### src/rtl/checker_pkg.sv
// ---------------------------------------------------------------------------
// checker_pkg
// Shared definitions for the checker line arbiter slice:
//   state_t  - arbiter FSM states
//   CH_*     - character constants seen by the character checker
//   res_t    - per-line result record {src, format, error, abort}
// ---------------------------------------------------------------------------
package checker_pkg;

   typedef enum logic [2:0] {
      ST_IDLE    = 3'd0,
      ST_STREAM  = 3'd1,
      ST_WAIT    = 3'd2,
      ST_CAPTURE = 3'd3,
      ST_ABORT   = 3'd4
   } state_t;

   localparam logic [7:0] CH_CARET = 8'h5E;  // '^'
   localparam logic [7:0] CH_HASH  = 8'h23;  // '#'
   localparam logic [7:0] CH_FILL  = 8'h20;  // idle filler, never '^'

   // Source id is held at a fixed 8-bit width so the record does not depend
   // on the arbiter's ID_W parameter.
   typedef struct packed {
      logic [7:0] src;
      logic [1:0] format;
      logic [3:0] error;
      logic       abort;
   } res_t;

endpackage

### src/rtl/rr_picker.sv
// ---------------------------------------------------------------------------
// rr_picker
// Combinational round-robin priority encoder. Searches i_valid starting at
// the index after i_last and wrapping modulo N_SRC; i_last itself is checked
// last.
//   i_valid [N_SRC] - request vector
//   i_last  [ID_W]  - most recent grant
//   o_found         - at least one request present
//   o_idx   [ID_W]  - chosen index (0 when nothing found)
// ---------------------------------------------------------------------------
module rr_picker #(
   parameter int unsigned N_SRC = 4,
   parameter int unsigned ID_W  = 2
) (
   input  logic [N_SRC-1:0] i_valid,
   input  logic [ID_W-1:0]  i_last,
   output logic             o_found,
   output logic [ID_W-1:0]  o_idx
);

   int unsigned     w_cand;
   logic [ID_W-1:0] w_idx;

   always_comb begin
      o_found = 1'b0;
      o_idx   = '0;
      w_cand  = 0;
      w_idx   = '0;
      for (int unsigned k = 1; k <= N_SRC; k++) begin
         w_cand = (32'(i_last) + k) % N_SRC;
         w_idx  = ID_W'(w_cand);
         if (!o_found && i_valid[w_idx]) begin
            o_found = 1'b1;
            o_idx   = w_idx;
         end
      end
   end

endmodule

### src/rtl/checker_line_arbiter.sv
// ---------------------------------------------------------------------------
// checker_line_arbiter
// Shares one character checker between N_SRC trace sources. A source is
// granted for a complete line (through '#'); its chars are forwarded one per
// clock, the checker's verdict is captured two cycles after '#', and the
// result is returned tagged with the source id. A gap in the granted source
// or an over-long line aborts the line and resets the checker.
//   clk, reset           - clock, synchronous active-high reset
//   req_valid/req_char   - per-source char offer (source i at [8i+7:8i])
//   req_ready            - one-hot consume strobe for the granted source
//   chk_char/chk_reset   - drive to the checker
//   chk_format_type/
//   chk_error_code       - checker verdict, sampled in CAPTURE
//   res_*                - one-cycle result pulse, fields hold until next
//   busy                 - arbiter not idle
// ---------------------------------------------------------------------------
module checker_line_arbiter
   import checker_pkg::*;
#(
   parameter int unsigned N_SRC     = 4,
   parameter int unsigned ID_W      = 2,
   parameter int unsigned MAX_LEN   = 64,
   parameter logic [7:0]  FILL_CHAR = CH_FILL
) (
   input  logic                 clk,
   input  logic                 reset,
   input  logic [N_SRC-1:0]     req_valid,
   input  logic [8*N_SRC-1:0]   req_char,
   output logic [N_SRC-1:0]     req_ready,
   output logic [7:0]           chk_char,
   output logic                 chk_reset,
   input  logic [1:0]           chk_format_type,
   input  logic [3:0]           chk_error_code,
   output logic                 res_valid,
   output logic [ID_W-1:0]      res_src,
   output logic [1:0]           res_format,
   output logic [3:0]           res_error,
   output logic                 res_abort,
   output logic                 busy
);

   localparam int unsigned LEN_W = $clog2(MAX_LEN + 1);

   state_t           r_state;
   // The current grant doubles as the round-robin pointer: the next search
   // starts just after whichever source was served last.
   logic [ID_W-1:0]  r_grant;
   logic [LEN_W-1:0] r_len;
   logic [7:0]       r_chk_char;
   logic             r_res_valid;
   logic [ID_W-1:0]  r_res_src;
   logic [1:0]       r_res_format;
   logic [3:0]       r_res_error;
   logic             r_res_abort;

   logic             w_found;
   logic [ID_W-1:0]  w_pick;
   logic             w_sel_valid;
   logic [7:0]       w_sel_char;
   logic [LEN_W-1:0] w_len_inc;

   rr_picker #(
      .N_SRC (N_SRC),
      .ID_W  (ID_W)
   ) u_pick (
      .i_valid (req_valid),
      .i_last  (r_grant),
      .o_found (w_found),
      .o_idx   (w_pick)
   );

   assign w_sel_valid = req_valid[r_grant];
   assign w_sel_char  = req_char[{r_grant, 3'b000} +: 8];
   assign w_len_inc   = r_len + LEN_W'(1);

   assign req_ready  = (r_state == ST_STREAM) ? (N_SRC'(1) << r_grant) : '0;
   assign chk_char   = r_chk_char;
   assign chk_reset  = reset || (r_state == ST_ABORT);
   assign res_valid  = r_res_valid;
   assign res_src    = r_res_src;
   assign res_format = r_res_format;
   assign res_error  = r_res_error;
   assign res_abort  = r_res_abort;
   assign busy       = (r_state != ST_IDLE);

   always_ff @(posedge clk) begin
      if (reset) begin
         r_state      <= ST_IDLE;
         r_grant      <= ID_W'(N_SRC - 1);
         r_len        <= '0;
         r_chk_char   <= FILL_CHAR;
         r_res_valid  <= 1'b0;
         r_res_src    <= '0;
         r_res_format <= '0;
         r_res_error  <= '0;
         r_res_abort  <= 1'b0;
      end else begin
         r_res_valid <= 1'b0;
         case (r_state)
            ST_IDLE: begin
               r_chk_char <= FILL_CHAR;
               if (w_found) begin
                  r_grant <= w_pick;
                  r_state <= ST_STREAM;
               end
            end
            ST_STREAM: begin
               if (w_sel_valid) begin
                  r_chk_char <= w_sel_char;
                  r_len      <= w_len_inc;
                  if (w_sel_char == CH_HASH)
                     r_state <= ST_WAIT;
                  else if (w_len_inc == LEN_W'(MAX_LEN))
                     r_state <= ST_ABORT;
               end else begin
                  // Underflow: the checker cannot tolerate a gap mid-line.
                  r_chk_char <= FILL_CHAR;
                  r_state    <= ST_ABORT;
               end
            end
            ST_WAIT: begin
               r_chk_char <= FILL_CHAR;
               r_state    <= ST_CAPTURE;
            end
            ST_CAPTURE: begin
               r_chk_char   <= FILL_CHAR;
               r_res_valid  <= 1'b1;
               r_res_src    <= r_grant;
               r_res_format <= chk_format_type;
               r_res_error  <= chk_error_code;
               r_res_abort  <= 1'b0;
               r_len        <= '0;
               r_state      <= ST_IDLE;
            end
            ST_ABORT: begin
               r_chk_char   <= FILL_CHAR;
               r_res_valid  <= 1'b1;
               r_res_src    <= r_grant;
               r_res_format <= '0;
               r_res_error  <= '0;
               r_res_abort  <= 1'b1;
               r_len        <= '0;
               r_state      <= ST_IDLE;
            end
            default: r_state <= ST_IDLE;
         endcase
      end
   end

endmodule

### config.mk
export PLATFORM = sky130hd
export DESIGN_NAME = checker_line_arbiter
export DESIGN_NICKNAME = d
export VERILOG_FILES = /design/src/rtl/checker_pkg.sv /design/src/rtl/rr_picker.sv /design/src/rtl/checker_line_arbiter.sv
export SDC_FILE = /design/constraint.sdc
export NUM_CORES = 1
export LEC_CHECK = 0
export BUFFER_PORTS_ARGS = -buffer_cell sky130_fd_sc_hd__buf_2
export CELL_PAD_IN_SITES_DETAIL_PLACEMENT = 0
export CELL_PAD_IN_SITES_GLOBAL_PLACEMENT = 2
export CORE_MARGIN = 5
export CORE_UTILIZATION = 28
export CTS_CLUSTER_DIAMETER = 150
export DETAILED_ROUTE_END_ITERATION = 10
export PLACE_DENSITY = 0.78
export REMOVE_ABC_BUFFERS = 1
export SETUP_SLACK_MARGIN = 0.15
export SYNTH_ARGS = -nofsm -noshare
export SYNTH_HDL_FRONTEND = slang
export SYNTH_SLANG_ARGS = --single-unit
### constraint.sdc
create_clock -name clk -period 3.2 [get_ports clk]
set_input_delay 0.32 -clock clk [delete_from_list [all_inputs] [get_ports clk]]
set_output_delay 0.32 -clock clk [all_outputs]
set_load 0.005 [all_outputs]
* Word-level counts from Yosys, hierarchy flattened
Cells that the tools add are included.
** Storage, ports and cells
- Flip-flop bits (word level) :: 30
- Input bits :: 44
- Output and inout bits :: 24
- Word-level logic and storage cells :: 79
** Operators by class
- Add/sub/neg operators :: 5
- Order comparisons :: 5
- Equal/unequal tests :: 9
- Shifts and indexed selects :: 2
- Mux-type cells :: 32
- Reduce and logical (&&, ||, !) cells :: 17
** Operators with widths (count)
- $shiftx 32x6->8 :: 1
- $pmux 8 s2 :: 1
- $lt 2x3->1 const B :: 5
- $pmux 7 s2 :: 1
- $mux 3 :: 4
- $bmux 1 s2 :: 5
- $mux 1 :: 10
- $pmux 3 s3 :: 1
- $eq 8x6->1 const B :: 1
- $mux 2 :: 4
- $mux 8 :: 1
- $pmux 4 s2 :: 1
- $add 7x1->7 const B :: 1
- $eq 7x7->1 const B :: 1
- $mux 7 :: 1
- $eq 3x2->1 const B :: 2
- $reduce_and 2->1 :: 3
- $reduce_bool 2->1 :: 3
- $add 2x1->2 const B :: 2
- $add 2x2->2 const B :: 2
- $mux 4 :: 1
- $ne 4x2->1 const B :: 1
- $pmux 2 s2 :: 1
- $reduce_or 4->1 :: 1
- other kinds (12) :: 16

* Longest topological paths before layout
Gate-level depths: netlist (run 1).
- Depth after elaboration :: 15
- Gate-level depth with buffers :: 8
- Mapped depth without buffers :: 6

* By module
Synthesis (run 1) repeated with hierarchy kept, for this count alone.
** Second synthesis, totals
- Cells, all modules :: 188
- Area, all modules :: 1674.1 um^2
** Modules (own cells, without submodules)
- checker_line_arbiter :: times used 1, cells an instance 174, area each 1582.8 um^2, seq. area each 600.6 um^2
- rr_picker :: times used 1, cells an instance 14, area each 91.3 um^2, seq. area each 0.0 um^2

* Worst setup path after synthesis (run 1)
No wires, ideal clock.
- Kind :: reg2reg
- From :: register r_grant[0]
- To :: register r_grant[1]
- Library setup time :: 58 ps
- Arrival time :: 2323 ps
- Required time :: 3142 ps
- Path slack :: 819 ps
- Stages on the path, launching flop included :: 9
- Buffers on the path :: 2
- Period minus slack after synthesis :: 2381 ps
- Path through :: dfxtp_1 -> buf_6 -> buf_6 -> inv_1 -> ha_1 -> mux4_2 -> or4_1 -> o211ai_1 -> a211o_1
** Between the ends
- Cells in the longest elaborated chain, start to end :: 14
- Elaborated cells between the ends (all ways) :: 27
- Classes of those cells :: add/sub: 4; mux: 16; reduce/logical: 7
** Ends and longest elaborated chain
- start, declared :: line checker_line_arbiter.sv:47 : logic [ID_W-1:0] r_grant;
- start signal, assigned :: line checker_line_arbiter.sv:89 : r_grant <= ID_W'(N_SRC - 1);
- start signal, assigned :: line checker_line_arbiter.sv:103 : r_grant <= w_pick;
- $add 2x1->2 :: line rr_picker.sv:30 : w_cand = (32'(i_last) + k) % N_SRC;
- $bmux 1 s2 :: line rr_picker.sv:32 : if (!o_found && i_valid[w_idx]) begin
- $mux 1 (not written as such) :: line rr_picker.sv:32
- $mux 1 :: line rr_picker.sv:32
- $logic_not 1->1 :: line rr_picker.sv:32
- $logic_and 1x1->1 :: line rr_picker.sv:32
- $mux 1 :: line rr_picker.sv:32
- $logic_not 1->1 :: line rr_picker.sv:32
- $logic_and 1x1->1 :: line rr_picker.sv:32
- $mux 1 :: line rr_picker.sv:32
- $logic_not 1->1 :: line rr_picker.sv:32
- $logic_and 1x1->1 :: line rr_picker.sv:32
- $mux 1 :: line rr_picker.sv:32
- $reduce_and 2->1 (no line)
Several ways; a longest one is shown, not always the timed one. The select of a mux whose other input is x is not followed.
A chain may end at the register's enable or synchronous reset.

* Worst setup path in the final report (run 1)
Ends and elaborated chain as after synthesis.

==> flow_summary.json, run 1 <==
{
  "final_common_cell": "buf_2",
  "power_density_mw_per_mm2": 676.9,
  "critPathLaunchType": "register",
  "synth_top_area_share_pct": 32.92,
  "clk-insertion-delay-late_ps": 280,
  "diodes": 0,
  "htreeDepth": 2,
  "synth-async-reset-ratio_pct": 0,
  "slew_headroom_pct": 60.47,
  "path_class": "register to register",
  "yosysWarnings": 0,
  "grt_pass1_wl_um": 7797,
  "placeableCoreArea_mm2": 0.006350,
  "placed_area_mm2": 0.002201,
  "fin_area_mm2": 0.002311,
  "syn_inst": 193,
  "nNetsFinal": 307,
  "num_vias": 1719,
  "postCtsSetupRepairBufs": 0,
  "status": "completed",
  "fin_hold_ws_ps": 316.9,
  "min_period_ps": 2275,
  "crit_required_ps": 3420,
  "clock-root-buffer": "clkbuf_8",
  "portBuffers": 67,
  "cellLeakagePower_nw": 1.009,
  "rsz0062_at_grt": "no",
  "numCtsBuffers": 5,
  "wl_um": 4708,
  "die_h_um": 90.72,
  "grt_pass1_vias": 1707,
  "final_layout_size_suffix_gt1_share_pct": 35.91,
  "synth_top_cells_by_area": "dfxtp_1, mux4_2, nor2_1, mux4_1, a21oi_1",
  "max-cap-violations": 0,
  "clockBufferDepth": 2,
  "layout_common_cells": "buf_2, nor2_1, dfxtp_1, a21oi_1",
  "setup_viol": 0,
  "drt-initial-drc-count": 69,
  "synth_edf_count": 0,
  "final_max_slew_viol_count": 0,
  "drt-pass1-iter-count": 4,
  "max_freq_mhz": 439.6,
  "clock_sinks": 30,
  "skew_ps": 2.162,
  "cp_max_fo": 6,
  "pin_count": 68,
  "row_count": 29,
  "ctsHoldBuffers": 0,
  "areaGrowthSynthToFinish_pct": 26.68,
  "dp_hpwl_um": 3519,
  "layout_setup_ws_ps": 925.2,
  "viasPerCell": 5.116,
  "die_area_mm2": 0.008229,
  "die_w_um": 90.72,
  "arrival_ps": 2500,
  "hold_viol": 0,
  "gp_routability_congestion": 0.7724,
  "grt-ovfl-total": 0,
  "drc": 0,
  "ys_ff_latch": 30,
  "final_antenna_net_count": 0,
  "post_drt_wl_per_cell_um": 14.01,
  "clk_pin_slew_ps": 60,
  "synth_cell_type_count": 40,
  "grt.total_usage_pct": 11.52,
  "synth_flop_cell": "dfxtp_1",
  "post-route-util_pct": 36.39,
  "antenna_found_initial": 0,
  "yosysTopAreaCell": "dfxtp_1",
  "fin_crit_sh_pct": 71.09,
  "cts.repair.resized": 0,
  "fillers": 666,
  "yosysSeqAreaShare_pct": 32.92,
  "endpoint_kind": "register",
  "start_util_pct": 28.73,
  "grt_max_degree": 32,
  "cts_tree": "yes",
  "worstHoldPathType": "input port to register",
  "preCtsSetupSlack_ps": 912.1,
  "synthesis.area_mm2": 0.001824,
  "tightestPinTransition_ps": 593.0,
  "vdd_drop_max_mv": 0.3106,
  "synth.avg_cell_area_um2": 9.452,
  "tns_ps": 0
}
[Yosys cell counts (4+ instances only)]
cell type  instances
clkbuf_1           6
ha_1               5
a21oi_1           14
inv_1              6
a31oi_1            4
dfxtp_1           30
nand2_1            9
and2_1             7
nor2_1            35
a22oi_1            7
mux2i_1            5
nor4_1             6
buf_6              4
mux4_2             9
o21ai_0            4
[state kept, by name, indices dropped and copies added, names as in the netlist]
name	count
res_valid	1
res_abort	1
res_src	2
chk_char	8
res_error	4
r_len	7
r_state	3
r_grant	2
res_format	2
[final timing paths]
check | start | to | slack (ps) | cells past startpoint
max | r_grant[0] | r_grant[1] | 930 | 6
min | chk_format_type[0] | res_format[0] | 320 | 3
max reg2reg | r_grant[0] | r_grant[1] | 930 | 6
min reg2reg | res_src[1] | res_src[1] | 490 | 2
[per-layer routing]
| metal | vias to the layer above | global-route usage [%] | routed length (µm) |
|---|---|---|---|
| met4 | 0 | 4.839 | 81 |
| met2 | 51 | 19.07 | 2306 |
| met5 | - | 0 | 0 |
| met1 | 807 | 13.88 | 2033 |
| li1 | 856 | - | - |
| met3 | 5 | 3.250 | 287 |
[stage by stage]
stage	std cells	power [W]
floorplan	181	0.001013
global placement	328	0.001226
detailed placement	328	0.001226
CTS	336	0.001591
global route	336	0.001689
finish	336	0.001564
[logic make-up after synthesis]
logic type | Yosys count | synth area share, %
flops | 30 | 32.92
compound gates | 45 | 17.35
fa+ha+maj | 5 | 3.429
mux | 17 | 18.18
simple gates | 78 | 22.63
buf+inv | 18 | 5.487
[final cells by class]
type	instances	area [µm²]	share of cell area [%]
clock buffers	8	110.1	4.764
flip-flops and latches	30	600.6	25.99
repair buffers	70	357.8	15.48
well taps	77	96.34	4.169
multi-input cells	145	1124	48.62
inverters	6	22.52	0.9746
[report_power, final]
group	switching, W	total (W)	internal [W]
Combinational	0.000357	0.000724	0.000367
Clock	0.000143	0.000360	0.000217
Sequential	0.0000582	0.000480	0.000422
[worst max-delay path: stages, from the launching register on]
cell,delay (ps)
dfxtp_1,420
inv_1,120
ha_1,410
mux4_2,540
or4_1,510
o211ai_1,90
a211o_1,130
Note: power is estimated with default switching activity, not from simulation.
==> run 2, diff against run 1 <==
clock period = 2.1 ns   (was 3.2 ns; I/O delays follow)
==> flow_summary.json, run 2 (synthesized netlist as in run 1, its figures left out) <==
{
  "status": "completed",
  "grt_pass1_vias": 1806,
  "skew_ps": 6.541,
  "die_w_um": 90.72,
  "min_period_ps": 1961,
  "clk_pin_slew_ps": 60,
  "post-route-util_pct": 38.15,
  "largest_reg_flops": 8,
  "worstHoldPathType": "input port to register",
  "setup_viol": 0,
  "hold_viol": 0,
  "portBuffers": 67,
  "drt-initial-drc-count": 74,
  "viasPerCell": 5.017,
  "die_area_mm2": 0.008229,
  "tightestPinTransition_ps": 479.2,
  "drc": 0,
  "power_density_mw_per_mm2": 1057,
  "max-cap-violations": 0,
  "antenna_found_initial": 0,
  "pin_count": 68,
  "cellLeakagePower_nw": 1.064,
  "cp_max_fo": 3,
  "crit_required_ps": 2320,
  "layout_setup_ws_ps": 138.7,
  "grt-ovfl-total": 0,
  "row_count": 29,
  "final_max_slew_viol_count": 0,
  "rsz0062_at_grt": "yes",
  "start_util_pct": 28.73,
  "vdd_drop_max_mv": 0.5297,
  "grt_pass1_wl_um": 8500,
  "arrival_ps": 2180,
  "dp_hpwl_um": 3742,
  "nNetsFinal": 320,
  "diodes": 0,
  "cts_tree": "yes",
  "gp_routability_congestion": 0.7782,
  "clockBufferDepth": 2,
  "drt-pass1-iter-count": 4,
  "critPathLaunchType": "register",
  "numCtsBuffers": 5,
  "max_freq_mhz": 509.9,
  "clk-insertion-delay-late_ps": 280,
  "endpoint_kind": "register",
  "num_vias": 1751,
  "path_class": "register to register",
  "slew_headroom_pct": 67.99,
  "die_h_um": 90.72,
  "post_drt_wl_per_cell_um": 14.34,
  "placeableCoreArea_mm2": 0.006350,
  "final_antenna_net_count": 0,
  "preCtsSetupSlack_ps": 61.88,
  "r2r_slack_ps": 140,
  "grt.total_usage_pct": 12.50,
  "tns_ps": 0,
  "layout_common_cells": "buf_2, nor2_1, dfxtp_1, buf_4, a21oi_1",
  "final_common_cell": "buf_2",
  "htreeDepth": 2,
  "wl_um": 5005,
  "ctsHoldBuffers": 0,
  "fin_crit_sh_pct": 93.39,
  "final_layout_size_suffix_gt1_share_pct": 41.54,
  "grt_max_degree": 22,
  "areaGrowthSynthToFinish_pct": 32.78,
  "clock-root-buffer": "clkbuf_8",
  "clock_sinks": 30
}
[run 2: metal layers]
metal / GRT usage [%] / share of wire (%) / wire (µm) / up-vias
met3: 3.583 / 6.1 / 304 / 8
met5: 0 / 0 / 0 / -
met1: 15.57 / 42 / 2121 / 813
li1: - / - / - / 876
met2: 20.34 / 50 / 2500 / 54
met4: 4.715 / 1.6 / 78 / 0
[run 2: final cells by class]
cell class | count | area (µm²)
Inverter | 6 | 22.52
Timing Repair Buffer | 83 | 459.2
Clock inverter | 1 | 5.005
Fill cell | 649 | 3928
Tap cell | 77 | 96.34
Clock buffer | 7 | 86.33
Multi-Input combinational cell | 145 | 1150
Sequential cell | 30 | 603.1
[run 2: critical path: stages (launching register included)]
cell	delay [ps]
dfxtp_2	350
inv_2	60
ha_4	260
mux4_2	490
or4_1	510
o211ai_1	90
a211o_1	130
[run 2: metrics by stage]
stage / instances / total power, W / instance area (µm²) / hold slack, ps
6_report: 349 / 0.002561 / 2422 / 203.8
5_1_grt: 349 / 0.002780 / 2422 / 213.8
4_1_cts: 346 / 0.002547 / 2392 / 195.9
3_5_place_dp: 338 / 0.001999 / 2276 / 488.9
3_3_place_gp: 338 / 0.001999 / 2276 / 475.8
2_1_floorplan: 181 / 0.001544 / 1747 / 279.1
[run 2: timing repair]
| action | in CTS | in global routing |
|---|---|---|
| buffers inserted | 0 | 3 |
| pin swaps | 0 | 3 |
| setup endpoints to repair | 4 | 15 |
| gates resized for setup | 6 | 4 |
| cloned | 0 | 0 |
[run 2: path summary, 6_finish.rpt]
check	to	cells after the start	start
worst max-delay path	r_grant[1]	6	r_grant[0]
worst min-delay path	res_error[3]	3	chk_error_code[3]
worst max register to register	r_grant[1]	6	r_grant[0]
worst min register to register	chk_char[4]	2	chk_char[4]
[run 2: power breakdown]
group	switching (W)	leakage [nW]	internal, W
combinational	0.000644	0.773	0.000732
sequential	0.0000540	0.243	0.000647
clock	0.000220	0.0482	0.000264
